`config.mk`:
```
export PLATFORM = sky130hd
export DESIGN_NAME = vga_sync_receiver
export DESIGN_NICKNAME = d
export VERILOG_FILES = /design/src/rtl/vga_sync_receiver.sv
export SDC_FILE = /design/constraint.sdc
export NUM_CORES = 1
export LEC_CHECK = 0
export CAP_MARGIN = 30
export CORE_MARGIN = 2
export CORE_UTILIZATION = 38
export CTS_BUF_LIST = sky130_fd_sc_hd__clkbuf_8
export DETAILED_ROUTE_END_ITERATION = 12
export MAX_ROUTING_LAYER = met4
export SYNTH_ARGS = -nofsm -noshare
export SYNTH_HDL_FRONTEND = slang
export SYNTH_SLANG_ARGS = --single-unit
```
`constraint.sdc`:
```
create_clock -name i_Clk -period 3.5 [get_ports i_Clk]
set_clock_uncertainty 0.15 [all_clocks]
set_input_delay 0.35 -clock i_Clk [delete_from_list [all_inputs] [get_ports i_Clk]]
set_output_delay 0.35 -clock i_Clk [all_outputs]
set_load 0.05 [all_outputs]
```
`src/rtl/vga_sync_receiver.sv`:
```
// vga_sync_receiver: phase-locks column/row counters to an incoming VGA HSync/VSync/RGB stream.
// Define VGA_RX_SYNC_EN to add a two-flop synchroniser on every input (pin-to-output latency 4, else 2).
module vga_sync_receiver #(
  parameter int H_TOTAL    = 800,
  parameter int V_TOTAL    = 525,
  parameter int H_ACTIVE   = 640,
  parameter int V_ACTIVE   = 480,
  parameter int H_SYNC_COL = 656,
  parameter int V_SYNC_ROW = 490,
  parameter int LOCK_LINES = 4
) (
  input  logic       i_Clk,
  input  logic       i_Reset,
  input  logic       i_HSync,
  input  logic       i_VSync,
  input  logic [2:0] i_Red,
  input  logic [2:0] i_Grn,
  input  logic [2:0] i_Blu,
  output logic [9:0] o_col_num,
  output logic [9:0] o_row_num,
  output logic       o_active,
  output logic       o_locked,
  output logic       o_frame_start,
  output logic [2:0] o_reds,
  output logic [2:0] o_greens,
  output logic [2:0] o_blues
);

  localparam logic [9:0]  H_LAST   = 10'(H_TOTAL - 1);
  localparam logic [9:0]  V_LAST   = 10'(V_TOTAL - 1);
  localparam logic [9:0]  H_ACT    = 10'(H_ACTIVE);
  localparam logic [9:0]  V_ACT    = 10'(V_ACTIVE);
  localparam logic [9:0]  H_SYNC   = 10'(H_SYNC_COL);
  localparam logic [9:0]  V_SYNC   = 10'(V_SYNC_ROW);
  localparam logic [7:0]  LOCK_CNT = 8'(LOCK_LINES);
  localparam logic [11:0] TMO_LAST = 12'(2 * H_TOTAL - 1);

  typedef enum logic [1:0] {
    ST_SEARCH = 2'd0,
    ST_TRACK  = 2'd1,
    ST_LOCKED = 2'd2
  } state_t;

  logic       hs_in_s, vs_in_s;
  logic [8:0] rgb_in_s;

`ifdef VGA_RX_SYNC_EN
  logic [1:0] hs_meta_r, vs_meta_r;
  logic [8:0] rgb_meta0_r, rgb_meta1_r;

  // Two-flop synchroniser ahead of the s1 stage
  always_ff @(posedge i_Clk) begin
    if (i_Reset) begin
      hs_meta_r   <= 2'b11;
      vs_meta_r   <= 2'b11;
      rgb_meta0_r <= 9'd0;
      rgb_meta1_r <= 9'd0;
    end else begin
      hs_meta_r   <= {hs_meta_r[0], i_HSync};
      vs_meta_r   <= {vs_meta_r[0], i_VSync};
      rgb_meta0_r <= {i_Red, i_Grn, i_Blu};
      rgb_meta1_r <= rgb_meta0_r;
    end
  end

  assign hs_in_s  = hs_meta_r[1];
  assign vs_in_s  = vs_meta_r[1];
  assign rgb_in_s = rgb_meta1_r;
`else
  assign hs_in_s  = i_HSync;
  assign vs_in_s  = i_VSync;
  assign rgb_in_s = {i_Red, i_Grn, i_Blu};
`endif

  logic       s1_hs_r, s1_vs_r, s2_hs_r, s2_vs_r;
  logic [8:0] s1_rgb_r;
  state_t     state_r, state_s;
  logic [9:0] col_r, col_s, row_r, row_s, col_inc_s, row_inc_s;
  logic [7:0] good_r, good_s;
  logic       vs_seen_r, vs_seen_s;
  logic [11:0] tmo_r, tmo_s;
  logic       hs_fall_s, vs_fall_s, match_s, timeout_s, active_s;
  logic       active_r, locked_r, frame_start_r;
  logic [8:0] rgb_out_r;

  // Input capture stage and edge-detect history
  always_ff @(posedge i_Clk) begin
    if (i_Reset) begin
      s1_hs_r  <= 1'b1;
      s1_vs_r  <= 1'b1;
      s2_hs_r  <= 1'b1;
      s2_vs_r  <= 1'b1;
      s1_rgb_r <= 9'd0;
    end else begin
      s1_hs_r  <= hs_in_s;
      s1_vs_r  <= vs_in_s;
      s2_hs_r  <= s1_hs_r;
      s2_vs_r  <= s1_vs_r;
      s1_rgb_r <= rgb_in_s;
    end
  end

  assign hs_fall_s = s2_hs_r & ~s1_hs_r;
  assign vs_fall_s = s2_vs_r & ~s1_vs_r;
  assign col_inc_s = (col_r == H_LAST) ? 10'd0 : col_r + 10'd1;
  assign row_inc_s = (row_r == V_LAST) ? 10'd0 : row_r + 10'd1;
  assign match_s   = hs_fall_s && (col_inc_s == H_SYNC);
  assign timeout_s = !hs_fall_s && (tmo_r == TMO_LAST);

  // Next-state, counter and lock-qualification logic
  always_comb begin
    state_s   = state_r;
    col_s     = col_r;
    row_s     = row_r;
    good_s    = good_r;
    vs_seen_s = vs_seen_r;
    tmo_s     = tmo_r;
    case (state_r)
      ST_SEARCH: begin
        row_s     = 10'd0;
        good_s    = 8'd0;
        vs_seen_s = 1'b0;
        tmo_s     = 12'd0;
        if (hs_fall_s) begin
          col_s   = H_SYNC;
          state_s = ST_TRACK;
        end else begin
          col_s   = 10'd0;
          state_s = ST_SEARCH;
        end
      end
      ST_TRACK, ST_LOCKED: begin
        if (timeout_s) begin
          state_s   = ST_SEARCH;
          col_s     = 10'd0;
          row_s     = 10'd0;
          good_s    = 8'd0;
          vs_seen_s = 1'b0;
          tmo_s     = 12'd0;
        end else begin
          col_s = hs_fall_s ? H_SYNC : col_inc_s;
          // VSync reload wins over the end-of-line row increment
          if (vs_fall_s) begin
            row_s = V_SYNC;
          end else if (!hs_fall_s && (col_r == H_LAST)) begin
            row_s = row_inc_s;
          end else begin
            row_s = row_r;
          end
          if (hs_fall_s) begin
            tmo_s = 12'd0;
          end else begin
            tmo_s = tmo_r + 12'd1;
          end
          if (state_r == ST_TRACK) begin
            vs_seen_s = vs_seen_r | vs_fall_s;
            if (match_s) begin
              good_s = (good_r == LOCK_CNT) ? good_r : good_r + 8'd1;
            end else if (hs_fall_s) begin
              good_s = 8'd0;
            end else begin
              good_s = good_r;
            end
            state_s = ((good_s == LOCK_CNT) && vs_seen_s) ? ST_LOCKED : ST_TRACK;
          end else if (hs_fall_s && !match_s) begin
            state_s   = ST_TRACK;
            good_s    = 8'd0;
            vs_seen_s = 1'b0;
          end else begin
            state_s = ST_LOCKED;
          end
        end
      end
      default: begin
        state_s   = ST_SEARCH;
        col_s     = 10'd0;
        row_s     = 10'd0;
        good_s    = 8'd0;
        vs_seen_s = 1'b0;
        tmo_s     = 12'd0;
      end
    endcase
  end

  assign active_s = (state_s == ST_LOCKED) && (col_s < H_ACT) && (row_s < V_ACT);

  // State, counters and registered outputs
  always_ff @(posedge i_Clk) begin
    if (i_Reset) begin
      state_r       <= ST_SEARCH;
      col_r         <= 10'd0;
      row_r         <= 10'd0;
      good_r        <= 8'd0;
      vs_seen_r     <= 1'b0;
      tmo_r         <= 12'd0;
      active_r      <= 1'b0;
      locked_r      <= 1'b0;
      frame_start_r <= 1'b0;
      rgb_out_r     <= 9'd0;
    end else begin
      state_r       <= state_s;
      col_r         <= col_s;
      row_r         <= row_s;
      good_r        <= good_s;
      vs_seen_r     <= vs_seen_s;
      tmo_r         <= tmo_s;
      active_r      <= active_s;
      locked_r      <= (state_s == ST_LOCKED);
      frame_start_r <= (state_s == ST_LOCKED) && (col_s == 10'd0) && (row_s == 10'd0);
      rgb_out_r     <= active_s ? s1_rgb_r : 9'd0;
    end
  end

  assign o_col_num     = col_r;
  assign o_row_num     = row_r;
  assign o_active      = active_r;
  assign o_locked      = locked_r;
  assign o_frame_start = frame_start_r;
  assign o_reds        = rgb_out_r[8:6];
  assign o_greens      = rgb_out_r[5:3];
  assign o_blues       = rgb_out_r[2:0];

endmodule

```
==> reports/results.tsv, run 1 <==
stage	metric	value	unit
place	detailed placement HPWL	5.648	mm
place	RePlAce Congestion	0.8389	
drt	DR pass1 iterations	4	
clocking	CTS tree	done	
timing	RSZ-0062 raised after global routing	no	
critical_path	CP Capture Type	flop	
drt	Starting DRT DRC Count	202	
layout	share of cells above drive strength 1	10.00	%
synth	biggest area consumer among synthesized cells	dfxtp_1	
timing	Fin Hold WS	287.9	ps
critical_path	RR Startpoint	o_col_num[0]	
timing	worst-margin pin slew	583.6	ps
drt	Via Count	2948	
grt	GR peak layer	met2	
layout	nets@finish	467	
grt	overall routing resource usage	17.46	%
drt	routed wire length	7.924	mm
drt	Via density	5.283	
clocking	clock sink count	68	
timing	final setup TNS	0	ps
synth	syn avg cell area	8.429	um2
synth	Synth warnings	0	
layout	area delta synth->final	22.25	%
grt	met2 Use GR	28.68	%
grt	number of global-route vias before repair	2769	
synth	post-synthesis cell count	403	
place	IO Port Bufs	44	
power	Worst VDD drop	0.2320	mV
floorplanning	Site Rows	34	
clocking	Max clock buf depth	2	
synth	post-synthesis async set-or-reset flop share	0	%
grt	largest net degree at the start of global routing	23	
synth	Top FF cell, synth	dfxtp_1	
min_path	Worst Hold Depth	2	
power	pwr dens	399.4	nW/um2
timing	Max-slew headroom	60.88	%
run	Max Cap Viol	0	
critical_path	FF-to-FF setup slack	280	ps
floorplanning	IO Count	45	
grt	grt met1 use	21.52	%
synth	synthesized area	3397	um2
power	Design Power	0.001658	W
synth	Seq/Total Area, Yosys	40.07	%
layout	commonest non-fill, non-tap cell in the layout	dfxtp_1	
synth	top post-synthesis cells by area	dfxtp_1 40%, nor2_1 5.6%, xnor2_1 3.9%	
min_path	startpoint of the worst hold path	s1_rgb_r[1]	
floorplanning	Die ar.	9712	um2
synth	Yosys reg bits	68	
critical_path	CP Class	flop to flop	
drt	WL/cell	14.20	um
critical_path	RR Endpoint	o_frame_start	
synth	post-synth net total	425	
clocking	Reg clk slew, reported paths	80	ps
drt	post-route ant nets	0	
clocking	setup repair bufs after CTS	0	
clocking	hold buffer count at cts	0	
critical_path	CP max FO	11	
timing	Slew Viols, Final	0	
floorplanning	Core Region	8678	um2
synth	Netlist cell types	60	
synth	share of the synthesized area in the top cell type	40.07	%
timing	final setup fails	0	
grt	initial antenna violation count	0	
layout	most used cells in the layout excluding fill and tap cells	66 x dfxtp_1, 51 x nor2_1, 44 x clkdlybuf4s50_1, 27 x nand2_1, 20 x o21ai_0	
min_path	WHS Endpoint	rgb_out_r[1]	
layout	ANT cells	0	
floorplanning	Die Y	98.55	um
critical_path	WP data arrival	3330	ps
critical_path	Worst Path Required	3610	ps
timing	Min Clock Period, post-route	3224	ps
drt	DRC Markers	0	
floorplanning	Starting Density	39.14	%
grt	first-pass GRT wire length	13.44	mm
clocking	clk_lat worst skew	340	ps
clocking	post-cts resize count	0	
critical_path	worst reg2reg path depth	8	
timing	crit share post-route	92.11	%
floorplanning	Die Wd	98.55	um
layout	FILL cells	865	
clocking	root buf cell	clkbuf_8	
critical_path	Critical Path Start Type	flop	
run_status	status	completed	
grt	Congestion Overflow GR	0	
clocking	TritonCTS buffer count	9	
timing	achievable clock frequency	310.2	MHz
min_path	worst hold path type	flop to flop	
timing	Final Hold Viols	0	
synth	Post-synth EDFFs	0	
power	Leak	1.421	nW
clocking	H-tree depth	3	
grt	grt met3 use	4.894	%
[cell usage after synthesis (3+ instances only)]
cell type  number
ha_1            9
xnor2_1        15
nand2b_1        6
nor2_1         51
inv_1           9
o21ai_0        20
a31oi_1         5
and3_1          7
clkbuf_1       16
or3_1           5
nand3_1        18
nand4_1         6
or2_2           4
buf_6           4
xor2_1         11
nor4_1          3
and2_1          5
nor2b_1        16
and4_1          3
a21o_1          3
a21oi_1        19
dfxtp_1        68
nand2_1        27
nor3b_1         3
nor3_1         14
o211ai_1        9
buf_2           3
[layout make-up]
type	count	area, um2	share of cell area (%)
Clock inverter	7	98.84	2.380
Tap cell	108	135.1	3.254
Clock buffer	9	123.9	2.983
Sequential cell	68	1364	32.84
Timing Repair Buffer	57	538.0	12.96
Multi-Input combinational cell	300	1859	44.77
Inverter	9	33.78	0.8135
[sequential cells by signal, summed over array words and instances (netlist names), 2 cells and up]
name / cells
tmo_r: 12
s1_rgb_r: 9
state_r: 2
rgb_out_r: 9
o_row_num: 10
good_r: 8
o_col_num: 10
[cell families (layout without fill, tap and decap cells)]
group | Yosys count | in the layout | synth area share [%]
xor gates and xnor gates | 26 | 26 | 6.704
DFF | 68 | 68 | 40.07
adders and majority gates | 9 | 9 | 3.315
muxes | 2 | 2 | 0.6997
AOI/OAI and AO/OA | 80 | 80 | 15.36
and+or+nand+nor | 183 | 183 | 28.66
buffers and inverters | 35 | 82 | 5.193
[metrics by stage]
stage / cell area, um2 / cells / util (%) / setup WS [ps]
floorplan: 3400 / 403 / - / 142.4
global placement: 3930 / 542 / 45.29 / 333.9
detailed placement: 3930 / 542 / 45.29 / 273.5
CTS: 4153 / 558 / 47.85 / 266.9
global route: 4153 / 558 / 47.85 / 25.08
finish: 4153 / 558 / 47.85 / 276.1
[how the worst max path moves through the flow]
stage,endpoint,slack (ps),cells after the start,start
4_1_cts,o_frame_start,270,8,o_col_num[0]
5_1_grt,o_frame_start,30,8,o_col_num[0]
6_report,o_frame_start,280,8,o_col_num[0]
3_5_place_dp,o_frame_start,270,8,o_col_num[0]
3_3_place_gp,o_frame_start,330,8,o_col_num[0]
2_1_floorplan,o_frame_start,140,8,o_col_num[2]
[layer usage]
metal | wire length [um] | vias up
met3 | 295 | 4
li1 | - | 1506
met2 | 3936 | 49
met1 | 3658 | 1389
met5 | 0 | -
met4 | 34 | 0
[power by group]
part | total, W | leakage (nW) | internal (W) | switching, W
clock | 0.000731 | 0.110 | 0.000405 | 0.000326
combinational | 0.000131 | 0.759 | 0.0000537 | 0.0000769
sequential | 0.000797 | 0.553 | 0.000787 | 0.00000980
total | 0.00166 | 1.42 | 0.00125 | 0.000413
[worst max-delay path, stage by stage (launching register included)]
cell and delay (ps):
dfxtp_2 400, ha_1 290, nand2_2 80, or4_4 500, nor4_4 230, a32oi_1 80
o41a_1 500, or4_4 630, nor4_2 280
Note: power is estimated with default switching activity, not from simulation.
==> run 2: changes to the inputs <==
Clock period 3.5 ns to 4 ns, I/O delays scaled along.
==> run 2 against run 1 <==
  * Largest power group unchanged
  * Sequential power down 13%
  * Sequential share of layout area up 0.65 points
  * Highest routed layer unchanged
  * Critical path depth unchanged
  * Utilization down 1.0 points
  * Critical path type unchanged
  * Wire length down 2.4%
  * Register-to-register slack better by 310 ps
  * Worst setup slack better by 310 ps
==> reports/results.tsv, run 2 (synthesized netlist as in run 1, its figures left out) <==
stage	metric	value	unit	change
clocking	Reg clk slew, reported paths	80	ps	about the same
critical_path	CP max FO	11		unchanged
clocking	clk_lat worst skew	340	ps	about the same
drt	Via Count	2926		-0.75%
drt	post-route ant nets	0		unchanged
timing	RSZ-0062 raised after global routing	no		
timing	Final Hold Viols	0		unchanged
clocking	setup repair bufs after CTS	0		unchanged
grt	Congestion Overflow GR	0		unchanged
power	Worst VDD drop	0.2160	mV	-6.9%
place	IO Port Bufs	44		unchanged
drt	DRC Markers	0		unchanged
power	pwr dens	336.3	nW/um2	-16%
power	Leak	1.365	nW	-4.0%
run_status	status	completed		
layout	max reg flops	12		unchanged
clocking	post-cts resize count	0		unchanged
clocking	hold buffer count at cts	0		unchanged
layout	Reg area	1361	um2	-0.18%
grt	met2 Use GR	28.26	%	-0.42 points
layout	area delta synth->final	19.67	%	
place	RePlAce Congestion	0.8718		+3.9%
clocking	H-tree depth	3		unchanged
layout	nets@finish	460		-1.5%
layout	Biggest register	tmo_r		
critical_path	WP data arrival	3520	ps	+190 ps
floorplanning	Core Region	8678	um2	unchanged
floorplanning	Die ar.	9712	um2	unchanged
critical_path	Critical Path Start Type	flop		
critical_path	CP Class	flop to flop		
timing	worst-margin pin slew	974.8	ps	+391.2 ps
layout	commonest non-fill, non-tap cell in the layout	dfxtp_1		
grt	grt met1 use	20.63	%	-0.89 points
timing	PnR worst setup slack	584.2	ps	+308.0 ps
clocking	clock sink count	68		unchanged
place	Place WS	574.3	ps	+300.8 ps
drt	DR pass1 iterations	4		unchanged
timing	achievable clock frequency	292.8	MHz	-5.6%
layout	Finished Core Util	46.84	%	-1.0 points
clocking	TritonCTS buffer count	9		unchanged
place	detailed placement HPWL	5.540	mm	-1.9%
drt	Via density	5.320		+0.70%
critical_path	Worst Path Required	4100	ps	+490 ps
grt	number of global-route vias before repair	2798		+1.0%
run	Max Cap Viol	0		unchanged
clocking	Max clock buf depth	2		unchanged
critical_path	CP Capture Type	flop		
min_path	worst hold path type	flop to flop		
grt	GR peak layer	met2		
layout	FILL cells	864		-0.12%
drt	WL/cell	14.07	um	-0.94%
layout	most used cells in the layout excluding fill and tap cells	68 x dfxtp_1, 51 x nor2_1, 44 x clkdlybuf4s50_1, 27 x nand2_1, 20 x o21ai_0		
timing	Max-slew headroom	34.88	%	-26 points
critical_path	delay of the slowest critical-path stage	720	ps	+90 ps
power	Design Power	0.001367	W	-18%
layout	Multi-input gate area	1859	um2	unchanged
timing	final setup TNS	0	ps	unchanged
critical_path	crit path cell chain	ha_1 > nand4_1 > or4_1 > nor3_1 > xnor2_1 > o41ai_1 > or4_4 > nor4_2		
floorplanning	Die Wd	98.55	um	unchanged
grt	first-pass GRT wire length	13.12	mm	-2.4%
floorplanning	Starting Density	39.14	%	unchanged
layout	ANT cells	0		unchanged
timing	crit share post-route	85.40	%	-6.7 points
drt	Starting DRT DRC Count	221		+9.4%
drt	routed wire length	7.737	mm	-2.4%
grt	overall routing resource usage	17.07	%	-0.39 points
timing	Min Clock Period, post-route	3416	ps	+192.0 ps
timing	Slew Viols, Final	0		unchanged
floorplanning	IO Count	45		unchanged
clocking	root buf cell	clkbuf_8		
floorplanning	Die Y	98.55	um	unchanged
grt	largest net degree at the start of global routing	24		+4.3%
layout	share of cells above drive strength 1	7.919	%	-2.1 points
grt	initial antenna violation count	0		unchanged
floorplanning	Site Rows	34		unchanged
critical_path	Slowest-stage cell, CP	or4_1		
timing	final setup fails	0		unchanged
grt	grt met3 use	4.468	%	-0.43 points
clocking	CTS tree	done		
[run 2: cell types whose count changed in the layout (fill, tap and decap cells not counted)]
cell,change
inv_6,-1
clkinv_4,-1
clkinvlp_4,+2
dfxtp_2,-2
dfxtp_1,+2
bufinv_16,-1
buf_4,-7
[run 2: power breakdown]
group          switching, W  internal (W)  leakage (nW)
Clock              0.000274      0.000284        0.0873
Combinational     0.0000666     0.0000452         0.726
Sequential       0.00000828      0.000689         0.552
Total              0.000349       0.00102          1.36
[run 2: final cells by class]
type | count | share of cell area [%]
tap | 108 | 3.324
timing repair buffer | 50 | 11.94
multi-input combinational | 300 | 45.74
inverter | 9 | 0.8310
sequential | 68 | 33.49
clock buffer | 9 | 3.047
clock inverter | 6 | 1.631
[run 2: critical path, delay by kind of cell, from the launching register on]
kind | cells | cell delay, ps
compound gates | 1 | 110
xor+xnor | 1 | 190
fa+ha+maj | 1 | 320
flops | 1 | 450
simple gates | 5 | 2110
[run 2: per-stage QoR]
stage                     cells  hold WS [ps]  area (um2)
after CTS                   550         295.4        4065
after global placement      535         283.1        3875
after detailed placement    535         294.7        3875
after floorplan             403         278.3        3397
final                       550         293.8        4065
after global routing        550         320.6        4065
[run 2: final timing paths]
check	cells past startpoint	end	slack [ps]	from
min	2	rgb_out_r[2]	290	s1_rgb_r[2]
max reg2reg	8	o_frame_start	580	o_col_num[0]
max	8	o_frame_start	580	o_col_num[0]
min reg2reg	2	rgb_out_r[2]	290	s1_rgb_r[2]
[run 2: layer usage]
metal | vias up | wire, um | part of all wire (%)
li1 | 1488 | - | -
met1 | 1375 | 3620 | 47
met2 | 55 | 3703 | 48
met3 | 8 | 318 | 4.1
met4 | 0 | 94 | 1.2
met5 | - | 0 | 0
==> run 3: changes to the inputs <==
Settings changed: SLEW_MARGIN set to 30.
==> run 3 against run 2 <==
  * Register-to-register slack about the same
  * Count of clock-buffer cells in the layout unchanged
  * Combinational power about the same
  * Maximum frequency is essentially flat
  * Sequential cell count unchanged
  * Worst setup slack better by 0.64 ps
  * Die area stayed put
  * Critical endpoint unchanged
  * Largest power group unchanged
==> reports/results.tsv, run 3 (synthesized netlist as in run 1, its figures left out) <==
stage	metric	value	unit	change
clocking	clock sink count	68		unchanged
drt	DR pass1 iterations	4		unchanged
clocking	H-tree depth	3		unchanged
drt	DRC Markers	0		unchanged
run_status	status	completed		
floorplanning	Starting Density	39.14	%	unchanged
layout	Finished Core Util	46.87	%	about the same
place	cell area after placement	3875	um2	unchanged
floorplanning	Die ar.	9712	um2	unchanged
timing	final setup TNS	0	ps	unchanged
grt	largest net degree at the start of global routing	24		unchanged
clocking	root buf cell	clkbuf_8		
timing	achievable clock frequency	292.8	MHz	about the same
critical_path	crit path from	o_col_num[0]		
clocking	TritonCTS buffer count	9		unchanged
drt	WL/cell	14.07	um	about the same
clocking	Reg clk slew, reported paths	80	ps	about the same
timing	Slew Viols, Final	0		unchanged
layout	nets@finish	460		unchanged
timing	RSZ-0062 raised after global routing	no		
layout	FILL cells	863		-0.12%
critical_path	CP Class	flop to flop		
grt	initial antenna violation count	0		unchanged
layout	area delta synth->final	19.74	%	about the same
drt	Via density	5.324		about the same
timing	Min Clock Period, post-route	3415	ps	-0.6410 ps
clocking	hold buffer count at cts	0		unchanged
grt	Congestion Overflow GR	0		unchanged
layout	design area	4068	um2	about the same
layout	share of cells above drive strength 1	8.145	%	+0.23 points
timing	Fin Hold WS	293.8	ps	unchanged
grt	overall routing resource usage	17.07	%	unchanged
clocking	Max clock buf depth	2		unchanged
floorplanning	IO Count	45		unchanged
clocking	setup repair bufs after CTS	0		unchanged
clocking	clk_lat worst skew	340	ps	about the same
power	pwr dens	336.2	nW/um2	about the same
drt	Via Count	2928		+0.068%
layout	Multi-input gate area	1862	um2	+0.13%
power	Leak	1.366	nW	+0.13%
layout	Reg area	1361	um2	unchanged
clocking	CTS tree	done		
min_path	worst hold path type	flop to flop		
critical_path	worst reg2reg path depth	8		unchanged
grt	number of global-route vias before repair	2798		unchanged
layout	max reg flops	12		unchanged
place	RePlAce Congestion	0.8718		unchanged
drt	routed wire length	7.740	mm	about the same
critical_path	worst setup path endpoint	o_frame_start		
critical_path	Slowest-stage cell, CP	or4_1		
floorplanning	Site Rows	34		unchanged
timing	worst-margin pin slew	812.8	ps	-162.0 ps
power	Worst VDD drop	0.2159	mV	about the same
critical_path	FF-to-FF setup slack	580	ps	about the same
layout	Biggest register	tmo_r		
critical_path	crit path cell chain	ha_1 > nand4_1 > or4_1 > nor3_1 > xnor2_1 > o41ai_1 > or4_4 > nor4_2		
critical_path	WP data arrival	3510	ps	about the same
layout	ANT cells	0		unchanged
layout	most used cells in the layout excluding fill and tap cells	68 x dfxtp_1, 51 x nor2_1, 44 x clkdlybuf4s50_1, 27 x nand2_1, 20 x o21ai_0		
timing	Max-slew headroom	45.36	%	+10 points
critical_path	delay of the slowest critical-path stage	710	ps	about the same
critical_path	RR Endpoint	o_frame_start		
run	Max Cap Viol	0		unchanged
critical_path	Critical Path Start Type	flop		
timing	Final Hold Viols	0		unchanged
clocking	post-cts resize count	0		unchanged
timing	crit share post-route	85.38	%	about the same
floorplanning	Die Y	98.55	um	unchanged
grt	first-pass GRT wire length	13.12	mm	unchanged
critical_path	CP Capture Type	flop		
floorplanning	Die Wd	98.55	um	unchanged
layout	commonest non-fill, non-tap cell in the layout	dfxtp_1		
timing	final setup fails	0		unchanged
place	detailed placement HPWL	5.540	mm	unchanged
critical_path	Worst Path Required	4100	ps	about the same
drt	post-route ant nets	0		unchanged
critical_path	CP max FO	11		unchanged
floorplanning	Core Region	8678	um2	unchanged
place	IO Port Bufs	44		unchanged
critical_path	RR Startpoint	o_col_num[0]		
drt	Starting DRT DRC Count	230		+4.1%
-- run 3: per-layer routing --
layer,share of wire [%],routed length (um),global-route usage (%),up-vias
li1,-,-,-,1486
met1,47,3612,20.63,1375
met2,48,3702,28.26,59
met3,4.3,331,4.468,8
met4,1.2,94,4.742,0
met5,0,0,-,-
-- run 3: final cells by class --
cell class              count  area share [%]
clock buffers               9           3.045
clock inverters             6           1.630
inverters                   9          0.8305
multi-input cells         300           45.77
flip-flops and latches     68           33.47
well taps                 108           3.322
repair buffers             50           11.93
-- run 3: per-stage QoR --
stage	instances	power, W	setup WS, ps
floorplan	403	0.0007888	424.8
global placement	535	0.0008234	720.2
detailed placement	535	0.0008250	574.3
CTS	550	0.001384	564.9
global route	550	0.001417	353.3
finish	550	0.001367	584.8
-- run 3: power by group --
part / switching, W / internal [W] / total [W]
sequential: 0.00000835 / 0.000689 / 0.000697
clock: 0.000274 / 0.000284 / 0.000558
combinational: 0.0000667 / 0.0000453 / 0.000112
total: 0.000349 / 0.00102 / 0.00137
-- run 3: worst min path at each step --
stage | from | endpoint | slack, ps | depth (start not counted)
global route | s1_rgb_r[2] | rgb_out_r[2] | 320 | 2
CTS | s1_rgb_r[2] | rgb_out_r[2] | 300 | 2
finish | s1_rgb_r[2] | rgb_out_r[2] | 290 | 2
detailed placement | s1_rgb_r[0] | rgb_out_r[0] | 290 | 2
global placement | s1_rgb_r[8] | rgb_out_r[8] | 280 | 2
floorplan | s1_rgb_r[0] | rgb_out_r[0] | 280 | 2
-- run 3: worst max-delay path, delay by kind of cell, from the launching register on --
family                     cells  cell delay [ps]
DFF                            1              450
adders and majority gates      1              320
AOI/OAI and AO/OA              1              110
xor gates and xnor gates       1              190
and+or+nand+nor                5             2100
